<file path="config.mk">
export PLATFORM = sky130hd
export DESIGN_NAME = line_buffer_window_reader_flat
export DESIGN_NICKNAME = d
export VERILOG_FILES = /design/src/rtl/line_buffer_window_reader_if.sv /design/src/rtl/line_buffer_window_reader.sv /design/src/flat_wrapper.sv
export SDC_FILE = /design/constraint.sdc
export NUM_CORES = 1
export LEC_CHECK = 0
export CORE_ASPECT_RATIO = 1.75
export CORE_MARGIN = 2
export CORE_UTILIZATION = 40
export DETAILED_ROUTE_END_ITERATION = 6
export GPL_TIMING_DRIVEN = 0
export PLACE_DENSITY = 0.64
export SYNTH_ARGS = -nofsm -noshare
export SYNTH_HDL_FRONTEND = slang
export SYNTH_SLANG_ARGS = --single-unit
</file>
<file path="constraint.sdc">
create_clock -name clk -period 2.3 [get_ports clk]
set_input_delay 0.46 -clock clk [delete_from_list [all_inputs] [get_ports clk]]
set_output_delay 0.46 -clock clk [all_outputs]
set_load 0.01 [all_outputs]
</file>
<file path="src/rtl/line_buffer_window_reader_if.sv">
// Window handshake between the line-buffer reader (master) and the conv engine (slave).
interface line_buffer_window_reader_if #(
    parameter int KER_SIZE = 3,
    parameter int DW       = 24
);
    logic                            win_valid;
    logic                            win_ready;
    logic [KER_SIZE*KER_SIZE*DW-1:0] win_data;

    modport master (output win_valid, output win_data, input win_ready);
    modport slave  (input win_valid, input win_data, output win_ready);
endinterface

</file>
<file path="src/rtl/line_buffer_window_reader.sv">
// Read side of the convolution line buffer: walks the resident rows column by
// column, inserts left/right zero padding, applies the top/bottom row masks and
// emits stride-decimated KxK windows over a valid/ready handshake.
module line_buffer_window_reader #(
    parameter int KER_SIZE    = 3,
    parameter int BITWIDTH    = 8,
    parameter int NFMAPS      = 3,
    parameter int INPUT_X_DIM = 28,
    parameter int PAD         = 1,
    parameter int STRIDE      = 1,
    parameter int AW          = 5
) (
    input  logic                                    clk,
    input  logic                                    rstn,
    input  logic                                    row_ready,
    input  logic [KER_SIZE:0]                       wr_row_sel,
    input  logic [KER_SIZE-1:0]                     top_pad_mask,
    input  logic [KER_SIZE-1:0]                     bot_pad_mask,
    output logic [KER_SIZE:0]                       rd_en,
    output logic [AW-1:0]                           rd_addr,
    input  logic [(KER_SIZE+1)*NFMAPS*BITWIDTH-1:0] rd_data,
    line_buffer_window_reader_if.master             win,
    output logic                                    row_busy,
    output logic                                    row_done
);
    localparam int DW = NFMAPS * BITWIDTH;
    localparam int CD = KER_SIZE * DW;
    localparam int WD = KER_SIZE * CD;
    localparam int PX = INPUT_X_DIM + 2 * PAD;
    localparam int CW = $clog2(PX + 1);
    localparam int RW = $clog2(KER_SIZE + 1);
    localparam int SW = (STRIDE > 1) ? $clog2(STRIDE) : 1;

    typedef enum logic [1:0] {S_IDLE = 2'd0, S_RUN = 2'd1, S_DRAIN = 2'd2} state_t;

    // Window row r lives in the SRAM just after the write row, rotating upward.
    function automatic logic [RW-1:0] map_row(input logic [RW-1:0] w, input int r);
        int s;
        s = (int'(w) + 1 + r) % (KER_SIZE + 1);
        return RW'(s);
    endfunction

    function automatic logic [RW-1:0] onehot_idx(input logic [KER_SIZE:0] sel);
        logic [RW-1:0] idx;
        idx = '0;
        for (int j = 0; j <= KER_SIZE; j++) begin
            if (sel[j]) idx = RW'(j);
        end
        return idx;
    endfunction

    state_t            state_q, state_d;
    logic [CW-1:0]     pc_q, pc_d;
    logic [RW-1:0]     w_q, w_d;
    logic [KER_SIZE-1:0] zmask_q, zmask_d;
    logic              fv_q, fv_d;
    logic              fpad_q, fpad_d;
    logic [CW-1:0]     fcol_q, fcol_d;
    logic              skid_v_q, skid_v_d;
    logic [CD-1:0]     skid_col_q, skid_col_d;
    logic [CW-1:0]     skid_c_q, skid_c_d;
    logic [CD-1:0]     cols_q [KER_SIZE];
    logic [CD-1:0]     cols_d [KER_SIZE];
    logic [SW-1:0]     str_q, str_d;
    logic              win_valid_q, win_valid_d;
    logic [WD-1:0]     win_data_q, win_data_d;
    logic              busy_q, busy_d;
    logic              done_q, done_d;

    logic              stall_s, data_col_s, fetch_s, shift_s, emit_s;
    logic [KER_SIZE:0] rd_mask_s;
    logic [CD-1:0]     ret_col_s, in_col_s;
    logic [CW-1:0]     in_c_s;
    logic [CD-1:0]     sh_s [KER_SIZE];

    // Datapath decode: fetch gating, SRAM read request, returning column and shift.
    always_comb begin
        stall_s    = win_valid_q & ~win.win_ready;
        data_col_s = (pc_q >= CW'(PAD)) && (pc_q < CW'(PAD + INPUT_X_DIM));
        fetch_s    = (state_q == S_RUN) && !skid_v_q && !stall_s;
        rd_mask_s  = '0;
        ret_col_s  = '0;
        for (int r = 0; r < KER_SIZE; r++) begin
            rd_mask_s[map_row(w_q, r)] = 1'b1;
            if (fpad_q || zmask_q[r]) begin
                ret_col_s[r*DW +: DW] = '0;
            end else begin
                ret_col_s[r*DW +: DW] = rd_data[int'(map_row(w_q, r))*DW +: DW];
            end
        end
        shift_s  = !stall_s && (skid_v_q || fv_q);
        in_col_s = skid_v_q ? skid_col_q : ret_col_s;
        in_c_s   = skid_v_q ? skid_c_q : fcol_q;
        for (int k = 0; k < KER_SIZE - 1; k++) begin
            sh_s[k] = cols_q[k+1];
        end
        sh_s[KER_SIZE-1] = in_col_s;
        emit_s  = shift_s && (in_c_s >= CW'(KER_SIZE - 1)) && (str_q == '0);
        rd_en   = (fetch_s && data_col_s) ? rd_mask_s : '0;
        rd_addr = (fetch_s && data_col_s) ? AW'(pc_q - CW'(PAD)) : '0;
    end

    // Next-state logic: skid, column shift, window emission and the row FSM.
    always_comb begin
        state_d     = state_q;
        pc_d        = pc_q;
        w_d         = w_q;
        zmask_d     = zmask_q;
        fv_d        = 1'b0;
        fpad_d      = fpad_q;
        fcol_d      = fcol_q;
        skid_v_d    = skid_v_q;
        skid_col_d  = skid_col_q;
        skid_c_d    = skid_c_q;
        cols_d      = cols_q;
        str_d       = str_q;
        win_valid_d = win_valid_q;
        win_data_d  = win_data_q;
        busy_d      = busy_q;
        done_d      = 1'b0;

        // A column arriving while the shift is blocked parks in the skid.
        if (shift_s && skid_v_q) begin
            skid_v_d = 1'b0;
        end else if (fv_q && stall_s) begin
            skid_v_d   = 1'b1;
            skid_col_d = ret_col_s;
            skid_c_d   = fcol_q;
        end else begin
            skid_v_d = skid_v_q;
        end

        if (shift_s) begin
            cols_d = sh_s;
            if (in_c_s >= CW'(KER_SIZE - 1)) begin
                str_d = (str_q == SW'(STRIDE - 1)) ? '0 : str_q + SW'(1);
            end else begin
                str_d = str_q;
            end
        end else begin
            str_d = str_q;
        end

        if (emit_s) begin
            win_valid_d = 1'b1;
            for (int r = 0; r < KER_SIZE; r++) begin
                for (int k = 0; k < KER_SIZE; k++) begin
                    win_data_d[(r*KER_SIZE+k)*DW +: DW] = sh_s[k][r*DW +: DW];
                end
            end
        end else if (win.win_ready) begin
            win_valid_d = 1'b0;
        end else begin
            win_valid_d = win_valid_q;
        end

        case (state_q)
            S_IDLE: begin
                if (row_ready) begin
                    state_d = S_RUN;
                    pc_d    = '0;
                    str_d   = '0;
                    w_d     = onehot_idx(wr_row_sel);
                    zmask_d = top_pad_mask | bot_pad_mask;
                    busy_d  = 1'b1;
                end else begin
                    busy_d = 1'b0;
                end
            end
            S_RUN: begin
                if (fetch_s) begin
                    fv_d   = 1'b1;
                    fpad_d = !data_col_s;
                    fcol_d = pc_q;
                    pc_d   = pc_q + CW'(1);
                    if (pc_q == CW'(PX - 1)) begin
                        state_d = S_DRAIN;
                    end else begin
                        state_d = S_RUN;
                    end
                end else begin
                    state_d = S_RUN;
                end
            end
            S_DRAIN: begin
                if (!fv_q && !skid_v_q && (!win_valid_q || win.win_ready)) begin
                    state_d = S_IDLE;
                    busy_d  = 1'b0;
                    done_d  = 1'b1;
                end else begin
                    state_d = S_DRAIN;
                end
            end
            default: begin
                state_d = S_IDLE;
                busy_d  = 1'b0;
            end
        endcase
    end

    // State and datapath registers with asynchronous clear.
    always_ff @(posedge clk or negedge rstn) begin
        if (!rstn) begin
            state_q     <= S_IDLE;
            pc_q        <= '0;
            w_q         <= '0;
            zmask_q     <= '0;
            fv_q        <= 1'b0;
            fpad_q      <= 1'b0;
            fcol_q      <= '0;
            skid_v_q    <= 1'b0;
            skid_col_q  <= '0;
            skid_c_q    <= '0;
            for (int k = 0; k < KER_SIZE; k++) begin
                cols_q[k] <= '0;
            end
            str_q       <= '0;
            win_valid_q <= 1'b0;
            win_data_q  <= '0;
            busy_q      <= 1'b0;
            done_q      <= 1'b0;
        end else begin
            state_q     <= state_d;
            pc_q        <= pc_d;
            w_q         <= w_d;
            zmask_q     <= zmask_d;
            fv_q        <= fv_d;
            fpad_q      <= fpad_d;
            fcol_q      <= fcol_d;
            skid_v_q    <= skid_v_d;
            skid_col_q  <= skid_col_d;
            skid_c_q    <= skid_c_d;
            cols_q      <= cols_d;
            str_q       <= str_d;
            win_valid_q <= win_valid_d;
            win_data_q  <= win_data_d;
            busy_q      <= busy_d;
            done_q      <= done_d;
        end
    end

    assign win.win_valid = win_valid_q;
    assign win.win_data  = win_data_q;
    assign row_busy      = busy_q;
    assign row_done      = done_q;
endmodule

</file>
<file path="src/flat_wrapper.sv">
// flat-port wrapper written by rule: the top's interface ports become plain ports
module line_buffer_window_reader_flat 
#(
    parameter int KER_SIZE    = 3,
    parameter int BITWIDTH    = 8,
    parameter int NFMAPS      = 3,
    parameter int INPUT_X_DIM = 28,
    parameter int PAD         = 1,
    parameter int STRIDE      = 1,
    parameter int AW          = 5
)
  (clk, rstn, row_ready, wr_row_sel, top_pad_mask, bot_pad_mask, rd_en, rd_addr, rd_data, row_busy, row_done, win_win_valid, win_win_data, win_win_ready);
  line_buffer_window_reader_if #(.KER_SIZE(KER_SIZE), .DW((24))) win_i ();
  input  logic clk;
  input  logic rstn;
  input  logic row_ready;
  input  logic [KER_SIZE:0] wr_row_sel;
  input  logic [KER_SIZE-1:0] top_pad_mask;
  input  logic [KER_SIZE-1:0] bot_pad_mask;
  output logic [KER_SIZE:0] rd_en;
  output logic [AW-1:0] rd_addr;
  input  logic [(KER_SIZE+1)*NFMAPS*BITWIDTH-1:0] rd_data;
  output logic row_busy;
  output logic row_done;
  output wire logic [$bits(win_i.win_valid)-1:0] win_win_valid;
  output wire logic [$bits(win_i.win_data)-1:0] win_win_data;
  input wire logic [$bits(win_i.win_ready)-1:0] win_win_ready;
  assign win_win_valid = win_i.win_valid;
  assign win_win_data = win_i.win_data;
  assign win_i.win_ready = win_win_ready;
  line_buffer_window_reader #(.KER_SIZE(KER_SIZE), .BITWIDTH(BITWIDTH), .NFMAPS(NFMAPS), .INPUT_X_DIM(INPUT_X_DIM), .PAD(PAD), .STRIDE(STRIDE), .AW(AW)) u_core (.clk(clk), .rstn(rstn), .row_ready(row_ready), .wr_row_sel(wr_row_sel), .top_pad_mask(top_pad_mask), .bot_pad_mask(bot_pad_mask), .rd_en(rd_en), .rd_addr(rd_addr), .rd_data(rd_data), .win(win_i), .row_busy(row_busy), .row_done(row_done));
endmodule
</file>
; ---- After elaboration in Yosys (flattened, before gate mapping)
; Index checks and enable logic that the tools add are counted.
[totals]
mem_bits_ro = 0
reg_bits = 461
n_memories = 0
ram_bits = 0
out_inout_bits = 228
in_bits = 110
latchBits = 0
[op_classes]
div = 0
shift = 3
n_lt_le_gt_ge = 9
muxes = 40
n_reduce_logical = 33
bitwise = 8
mul = 3
eq_ne = 6
addsub = 6
[op_table]
columns = op, n
row1 = $shiftx 96x32->24, 3
row2 = $mux 24, 3
row3 = $mux 72, 1
row4 = $mux 5, 4
row5 = $mux 1, 19
row6 = $logic_and 1x1->1, 14
row7 = $mul 2x2->4 const B, 3
row8 = $mux 2, 6
row9 = $pmux 5 s2, 1
row10 = $lt 2x3->1 const B, 3
row11 = $or 4x4->4, 2
row12 = $reduce_and 2->1, 4
row13 = $demux 1 s2, 3
row14 = $ge 2x1->1 const B, 3
row15 = $pmux 2 s3, 1
row16 = $reduce_bool 2->1, 3
row17 = $add 5x1->5 const B, 1
row18 = $eq 5x5->1 const B, 1
row19 = $ge 5x1->1 const B, 1
row20 = $ge 5x2->1 const B, 1
row21 = $logic_not 1->1, 5
row22 = $logic_or 1x1->1, 5
row23 = $lt 5x5->1 const B, 1
row24 = $sub 5x1->5 const B, 1
row25 = other kinds (14), 19

; ---- Depth between registers and ports, before layout
; Gate-level depths: netlist (run 1).
[depth]
ltp_word = 9
ltp_mapped = 9
mapped_depth_nobuf = 6

; ---- Worst setup path before layout (run 1)
; No wires, ideal clock.
[synth_timing]
path_kind = reg2reg
start = register u_core.w_q[0]
end = register u_core.win_data_q[131], in the netlist u_core.win.win_data[131]
path_stages_with_launch = 9
t_arrival_ns = 2.110
path_slack_ns = 0.052
required_time_ns = 2.162
setup_ns = 0.138
period_less_slack_ns = 2.248
cell_sequence = dfrtp_1 > buf_6 > inv_2 > ha_1 > buf_2 > buf_1 > mux2_2 > a221oi_1 > a31oi_1
[synth_between]
elab_chain_cells = 6
[synth_lines]
columns = element, line_no
row1 = start: declaration, line_buffer_window_reader.sv:54  ; logic [RW-1:0] w_q, w_d;
row2 = start signal: assignment, line_buffer_window_reader.sv:225  ; w_q <= w_d;
row3 = $add 2x1->2, line_buffer_window_reader.sv:39  ; s = (int'(w) + 1 + r) % (KER_SIZE + 1);
row4 = $add 2x2->2, line_buffer_window_reader.sv:39
row5 = $mul 2x2->4, line_buffer_window_reader.sv:88  ; ret_col_s[r*DW +: DW] = rd_data[int'(map_row(w_q, r))*DW +: DW];
row6 = $shiftx 96x32->24, line_buffer_window_reader.sv:88
row7 = $mux 24, line_buffer_window_reader.sv:85  ; if (fpad_q || zmask_q[r]) begin
row8 = $mux 72, line_buffer_window_reader.sv:92  ; in_col_s = skid_v_q ? skid_col_q : ret_col_s;
row9 = end signal: assignment, line_buffer_window_reader.sv:236  ; win_data_q <= win_data_d;
row10 = end: declaration, line_buffer_window_reader.sv:66  ; logic [WD-1:0] win_data_q, win_data_d;
; No other way between the ends.
; A chain may end at the register's enable or synchronous reset.

; ---- Final worst setup path (run 1)
[layout_timing]
start = register u_core.skid_v_q
end = output rd_en[1]
[layout_between]
elab_chain_cells = 5
[layout_lines]
columns = element, line_no
row1 = start: declaration, line_buffer_window_reader.sv:59  ; logic skid_v_q, skid_v_d;
row2 = start signal: assignment, line_buffer_window_reader.sv:230  ; skid_v_q <= skid_v_d;
row3 = $logic_not 1->1, line_buffer_window_reader.sv:80  ; fetch_s = (state_q == S_RUN) && !skid_v_q && !stall_s;
row4 = $logic_and 1x1->1 (2 in series), line_buffer_window_reader.sv:80
row5 = $logic_and 1x1->1, line_buffer_window_reader.sv:99  ; rd_en = (fetch_s && data_col_s) ? rd_mask_s : '0;
row6 = $mux 4, line_buffer_window_reader.sv:99
row7 = end: declaration, flat_wrapper.sv:20  ; output logic [KER_SIZE:0] rd_en;
; No other way between the ends.

==> impl_metrics.csv, run 1 <==
group,metric,value,unit
die,die_w,173,um
cts,clockBufferDepth,3,
synthesis,synth_area_leaders,"dfrtp_1 (58%), mux2_2 (16%), a21oi_1 (4.3%), mux2i_1 (3.7%), nor2_1 (2.6%)",
synthesis,syn_inst,1647,
sta,rsz0062_at_grt,"true",
power_and_ir_drop,power_density,1850,nW/um^2
cts,cts-root-buf,"clkbuf_16",
cts,cts_tree,"done",
sta,period_share,118,%
placed_design,place_ws,-1.05,ns
synthesis,synth-edff-count,0,
setup_path,worstSetupPathType,"flop to output port",
grt,grt-ovfl-total,0,
cells_and_area,final-seq-area,11500,sq um
grt,grt_pass1_vias,16276,
setup_path,crit_path_end_kind,"output port",
cells_and_area,finalCoreUtilization,54.6,%
drt,first_pass_iters,7,
cts,cts_sinks,459,
sta,setup_viol,9,
placed_design,place_congestion,0.940,
setup_path,cp-start-kind,"flop",
grt,grt_usage,26.6,%
run_status,status,"finished with violations",
grt,grt_pass1_wl,104000,um
sta,worst_slack,-0.415,ns
synthesis,yosys.area.top_type,"dfrtp_1",
die,rows,108,
synthesis,synth_commonest_cells,"dfrtp_1 (459), mux2_2 (283), a21oi_1 (170)",
drt,drc_errors,0,
synthesis,yosys.area.top_type_share,57.7,%
synthesis,async_reset_ff_share,100,%
placed_design,dp_hpwl,52100,um
setup_path,worstPathArrival,2.25,ns
sta,relSlewSlack,38.8,%
setup_path,crit_fanout,5,
cells_and_area,drive_gt1_share,28.1,%
synthesis,synth_most_common_cell,"dfrtp_1",
sta,timing.fmax,368,MHz
job,maxCapViolCount,0,
die,initial_utilization,40.4,%
placed_design,io_buffers,336,
cts,clk_pin_slew,0.06,ns
sta,tightest_slew,0.918,ns
synthesis,ys.flop_type,"dfrtp_1",
die,num_io_pins,338,
grt,antenna_found_initial,13,
cts,numCtsBuffers,44,
sta,finalHoldViolations,9,
sta,finalCriticalPeriod,2.71,ns
sta,finalMaxSlewViolations,0,
grt,grt_max_degree,119,
die,core,49300,sq um
synthesis,synth.distinct_cells,43,
cts,clock_latency,0.57,ns
power_and_ir_drop,peakVddDrop,0.000963,V
drt,wire_per_inst,25.1,um
power_and_ir_drop,p_leak,0.0116,uW
synthesis,synth_seq_cells,459,
run_status,failed_checks,"negative hold slack, negative setup slack",
power_and_ir_drop,finalPower,49800,uW
synthesis,synth_fp_nets,1764,
drt,vias_per_cell,5.60,
setup_path,worstPathRequired,1.84,ns
drt,wl,70400,um
die,die_area,51600,sq um
cells_and_area,multi_input_comb_area,8200,sq um
die,die_h,299,um
synthesis,ys_warn_count,0,
synthesis,synth.avg_cell_area,12.1,sq um
drt,antenna_left,0,
cells_and_area,area_delta_synth_final,35.4,%
cells_and_area,fillCellCount,4228,
sta,hold_ws,-0.0271,ns
synthesis,syn-cell-area,19900,sq um
hold_path,hold_class,"input pin to asynchronous set/reset pin",
sta,skew,0.0211,ns
drt,drtIter0Drc,1315,
synthesis,ys_seq_area_share,57.7,%
cells_and_area,fin_nets,2219,
drt,vias,15734,
cts,htree_levels,2,
cts,postCtsHoldBufs,0,
==> power by group <==
| group | total, uW | internal, uW | switching, uW |
|---|---|---|---|
| sequential | 14700 | 12100 | 2520 |
| clock | 7650 | 4390 | 3260 |
| combinational | 27500 | 13400 | 14000 |
==> state kept, by name, summed over array words and instances, names as in the netlist <==
| register | flops |
|---|---|
| u_core.skid_v_q | 1 |
| u_core.win.win_valid | 1 |
| u_core.w_q | 2 |
| u_core.row_busy | 1 |
| u_core.str_q | 1 |
| u_core.fpad_q | 1 |
| u_core.skid_c_q | 4 |
| u_core.row_done | 1 |
| u_core.zmask_q | 3 |
| u_core.skid_col_q | 72 |
| u_core.cols_q | 144 |
| u_core.state_q | 2 |
| u_core.pc_q | 5 |
| u_core.fv_q | 1 |
| u_core.fcol_q | 4 |
| u_core.win.win_data | 216 |
==> critical path, stage by stage (launching register included) <==
cell and delay [ns]:
dfrtp_1 0.40, buf_6 0.13, or3b_4 0.38, nand2b_4 0.17, inv_4 0.07, o311ai_4 0.11, clkbuf_16 0.21, nor2_4 0.11
buf_6 0.11
==> cells by family after synthesis <==
logic type	after synthesis	share of synthesized area (%)
AND/OR/NAND/NOR	263	5.57
flip-flops	459	57.7
adder cells (fa/ha/maj)	7	0.440
multiplexers	366	20.2
XOR/XNOR	5	0.220
buffers and inverters	141	3.32
AO/OA/AOI/OAI	406	12.5
==> layout make-up <==
class                   count  area share, %
plain buffers             130           2.87
flip-flops and latches    459           42.6
inverters                   5         0.0882
multi-input cells        1047           30.4
repair buffers            415           15.2
clock inverters            23          0.998
clock buffers              56           4.59
diodes                     13          0.121
well taps                 660           3.06
==> routing by layer <==
layer / part of all wire, % / track usage, % / vias up
met5: 0.043 / 0 / -
met4: 7.0 / 17.6 / 4
met3: 5.9 / 5.23 / 153
met2: 51 / 46.4 / 625
met1: 36 / 29.5 / 8021
li1: - / - / 6931
==> per-stage QoR <==
step / area (sq um) / instances / setup TNS [ns]
after global routing: 26900 / 2804 / -3.81
after floorplan: 19900 / 1647 / 0
final: 27000 / 2808 / -3.31
after CTS: 26700 / 2789 / -3.41
after global placement: 24100 / 2643 / -9096.16
after detailed placement: 24200 / 2646 / -293.05
==> worst paths after layout <==
kind / cells after the start / to / startpoint / slack [ns]
setup / recovery: 8 / rd_en[1] / u_core.skid_v_q / -0.41
hold / removal: 1 / u_core.cols_q[113] / rstn / -0.03
setup reg to reg: 7 / u_core.win.win_data[50] / u_core.w_q[0] / 0.04
hold reg to reg: 2 / u_core.skid_col_q[53] / u_core.skid_col_q[53] / 0.49
max in group asynchronous: 3 / u_core.pc_q[1] / rstn / 0.68
min in group clk: 2 / u_core.skid_col_q[53] / u_core.skid_col_q[53] / 0.49
==> cell usage in the layout (no fill, tap or decap), types with 7 or more instances in the layout <==
cell type,netlist,layout
buf_4,8,85
o21ai_0,85,85
clkinv_2,0,9
buf_6,4,19
nor2_1,137,126
dfrtp_1,459,458
buf_2,57,40
a221oi_2,0,14
nor2_4,1,9
diode_2,0,13
clkbuf_2,0,19
clkdlybuf4s50_1,0,326
a21oi_1,170,170
clkbuf_1,57,40
nand2_1,95,94
clkbuf_8,0,7
clkbuf_16,0,47
a31oi_1,72,72
mux2_2,283,283
a222oi_1,48,48
mux2i_1,74,72
a221oi_4,0,10
mux2_1,9,9
==> repair_timing <==
action,in CTS,in global routing
pin swaps,55,10
setup buffers,67,7
gates resized for setup,127,65
setup endpoints to repair,441,163
cloned,0,2
Power figures use the tool's default switching activity.
==> run 2, diff against run 1 <==
CORE_MARGIN = 5   (was 2)
==> impl_metrics.csv, run 2 (synthesis results as in run 1) <==
group,metric,value,unit
run_status,status,"finished with violations",
run_status,failed_checks,"design-rule violations, negative setup slack",
drt,vias_per_cell,5.65,
die,die_area,54500,sq um
cells_and_area,final_area,27600,sq um
grt,grt_usage,25.4,%
cells_and_area,drive_gt1_share,29.4,%
setup_path,r2r_end,"u_core.cols_q[104]",
die,initial_utilization,40.3,%
cells_and_area,largest_reg_flops,216,
placed_design,postPlaceCellArea,24200,sq um
grt,grt_pass1_vias,16515,
drt,wl,72300,um
setup_path,r2r-start,"u_core.skid_v_q",
power_and_ir_drop,power_density,1860,nW/um^2
placed_design,dp_hpwl,53000,um
drt,vias,15972,
setup_path,worstPathArrival,2.21,ns
power_and_ir_drop,p_leak,0.0118,uW
sta,period_share,116,%
drt,wire_per_inst,25.6,um
setup_path,reg2regPathDepth,8,
setup_path,rrSetupSlack,0.01,ns
die,die_w,179,um
cells_and_area,area_delta_synth_final,38.8,%
setup_path,crit_path_end_kind,"output port",
cts,htree_levels,2,
job,maxCapViolCount,0,
sta,setup_viol,9,
drt,first_pass_iters,7,
sta,finalMaxSlewViolations,0,
setup_path,worstPathRequired,1.84,ns
placed_design,place_congestion,0.923,
grt,grt-ovfl-total,0,
cells_and_area,fin_nets,2238,
cts,clk_pin_slew,0.07,ns
sta,rsz0062_at_grt,"true",
die,core,49500,sq um
cts,cts_tree,"done",
sta,relSlewSlack,56.4,%
grt,use_met3,4.61,%
power_and_ir_drop,finalPower,51500,uW
die,num_io_pins,338,
grt,antenna_found_initial,14,
grt,use_met1,29.0,%
placed_design,place_ws,-1.02,ns
die,rows,108,
cts,cts_sinks,459,
sta,worst_slack,-0.368,ns
hold_path,hold_class,"input pin to asynchronous set/reset pin",
cells_and_area,final_common_cell,"dfrtp_1",
setup_path,worstSetupPathType,"flop to output port",
placed_design,io_buffers,336,
drt,drtIter0Drc,1453,
power_and_ir_drop,peakVddDrop,0.00103,V
grt,met2_usage,43.6,%
sta,finalCriticalPeriod,2.67,ns
cts,numCtsBuffers,43,
grt,grt_pass1_wl,105000,um
drt,drc_errors,10,
setup_path,cp-start-kind,"flop",
cells_and_area,finalCoreUtilization,55.9,%
cts,cts-root-buf,"clkbuf_16",
sta,finalHoldViolations,0,
setup_path,crit_fanout,5,
die,die_h,305,um
grt,grt_busiest_layer,"met2",
sta,tightest_slew,0.654,ns
cts,clockBufferDepth,3,
sta,skew,0.0253,ns
sta,hold_ws,0.359,ns
drt,antenna_left,0,
cells_and_area,mostFrequentLayoutCells,"dfrtp_1 (455), clkdlybuf4s50_1 (326), mux2_2 (270)",
cts,clock_latency,0.57,ns
sta,timing.fmax,375,MHz
grt,grt_max_degree,121,
==> run 2: cell type report <==
class                           count  area, sq um
Sequential cell                   459        11500
Tap cell                          660          826
Multi-Input combinational cell   1047         8530
Clock inverter                     21          253
Timing Repair Buffer              435         4390
Clock buffer                       59         1250
Inverter                            5         28.8
Fill cell                        4191        21800
Antenna cell                       13         32.5
Buffer                            130          825
==> run 2: layer usage <==
| layer | wire, um | part of all wire, % |
|---|---|---|
| met1 | 26000 | 36 |
| met2 | 36300 | 50 |
| met5 | 13 | 0.018 |
| met4 | 5690 | 7.9 |
| met3 | 4380 | 6.1 |
==> run 2: critical path, cell delays in order (launching register included) <==
cell and delay (ns):
dfrtp_1 0.44, or3b_4 0.42, nand2b_4 0.17, inv_4 0.08, o311ai_4 0.12, clkbuf_16 0.20, nor2_4 0.10, buf_6 0.11
==> run 2: how the worst max path moves through the flow <==
stage,start,end,slack (ns),cells past startpoint
floorplan,u_core.w_q[0],u_core.win.win_data[131],0.05,8
global placement,rstn,u_core.win.win_data[87],-19.15,1
detailed placement,win_win_ready,u_core.cols_q[14],-1.02,7
CTS,u_core.skid_v_q,rd_addr[4],-0.39,8
global route,u_core.skid_v_q,rd_en[2],-0.41,7
finish,u_core.skid_v_q,rd_en[2],-0.37,7
==> run 2: stage by stage <==
stage / setup TNS, ns / instances
after floorplan: 0 / 1647
after global placement: -9050.33 / 2643
after detailed placement: -296.95 / 2647
after CTS: -3.41 / 2792
after global routing: -4.40 / 2827
final: -2.99 / 2829
==> run 2: timing repair <==
item                                   in CTS  in global routing
setup endpoints to repair                 433                205
hold buffers                                1                  0
resized for setup                         123                141
gates cloned                                0                  8
buffers inserted                           65                 22
endpoints found under the hold margin      38                  0
pin swaps                                  53                 51
==> run 2: where the power goes <==
part	switching, uW	internal [uW]
registers	2560	12100
clock network	3300	4300
logic	14600	14600
total	20500	31000
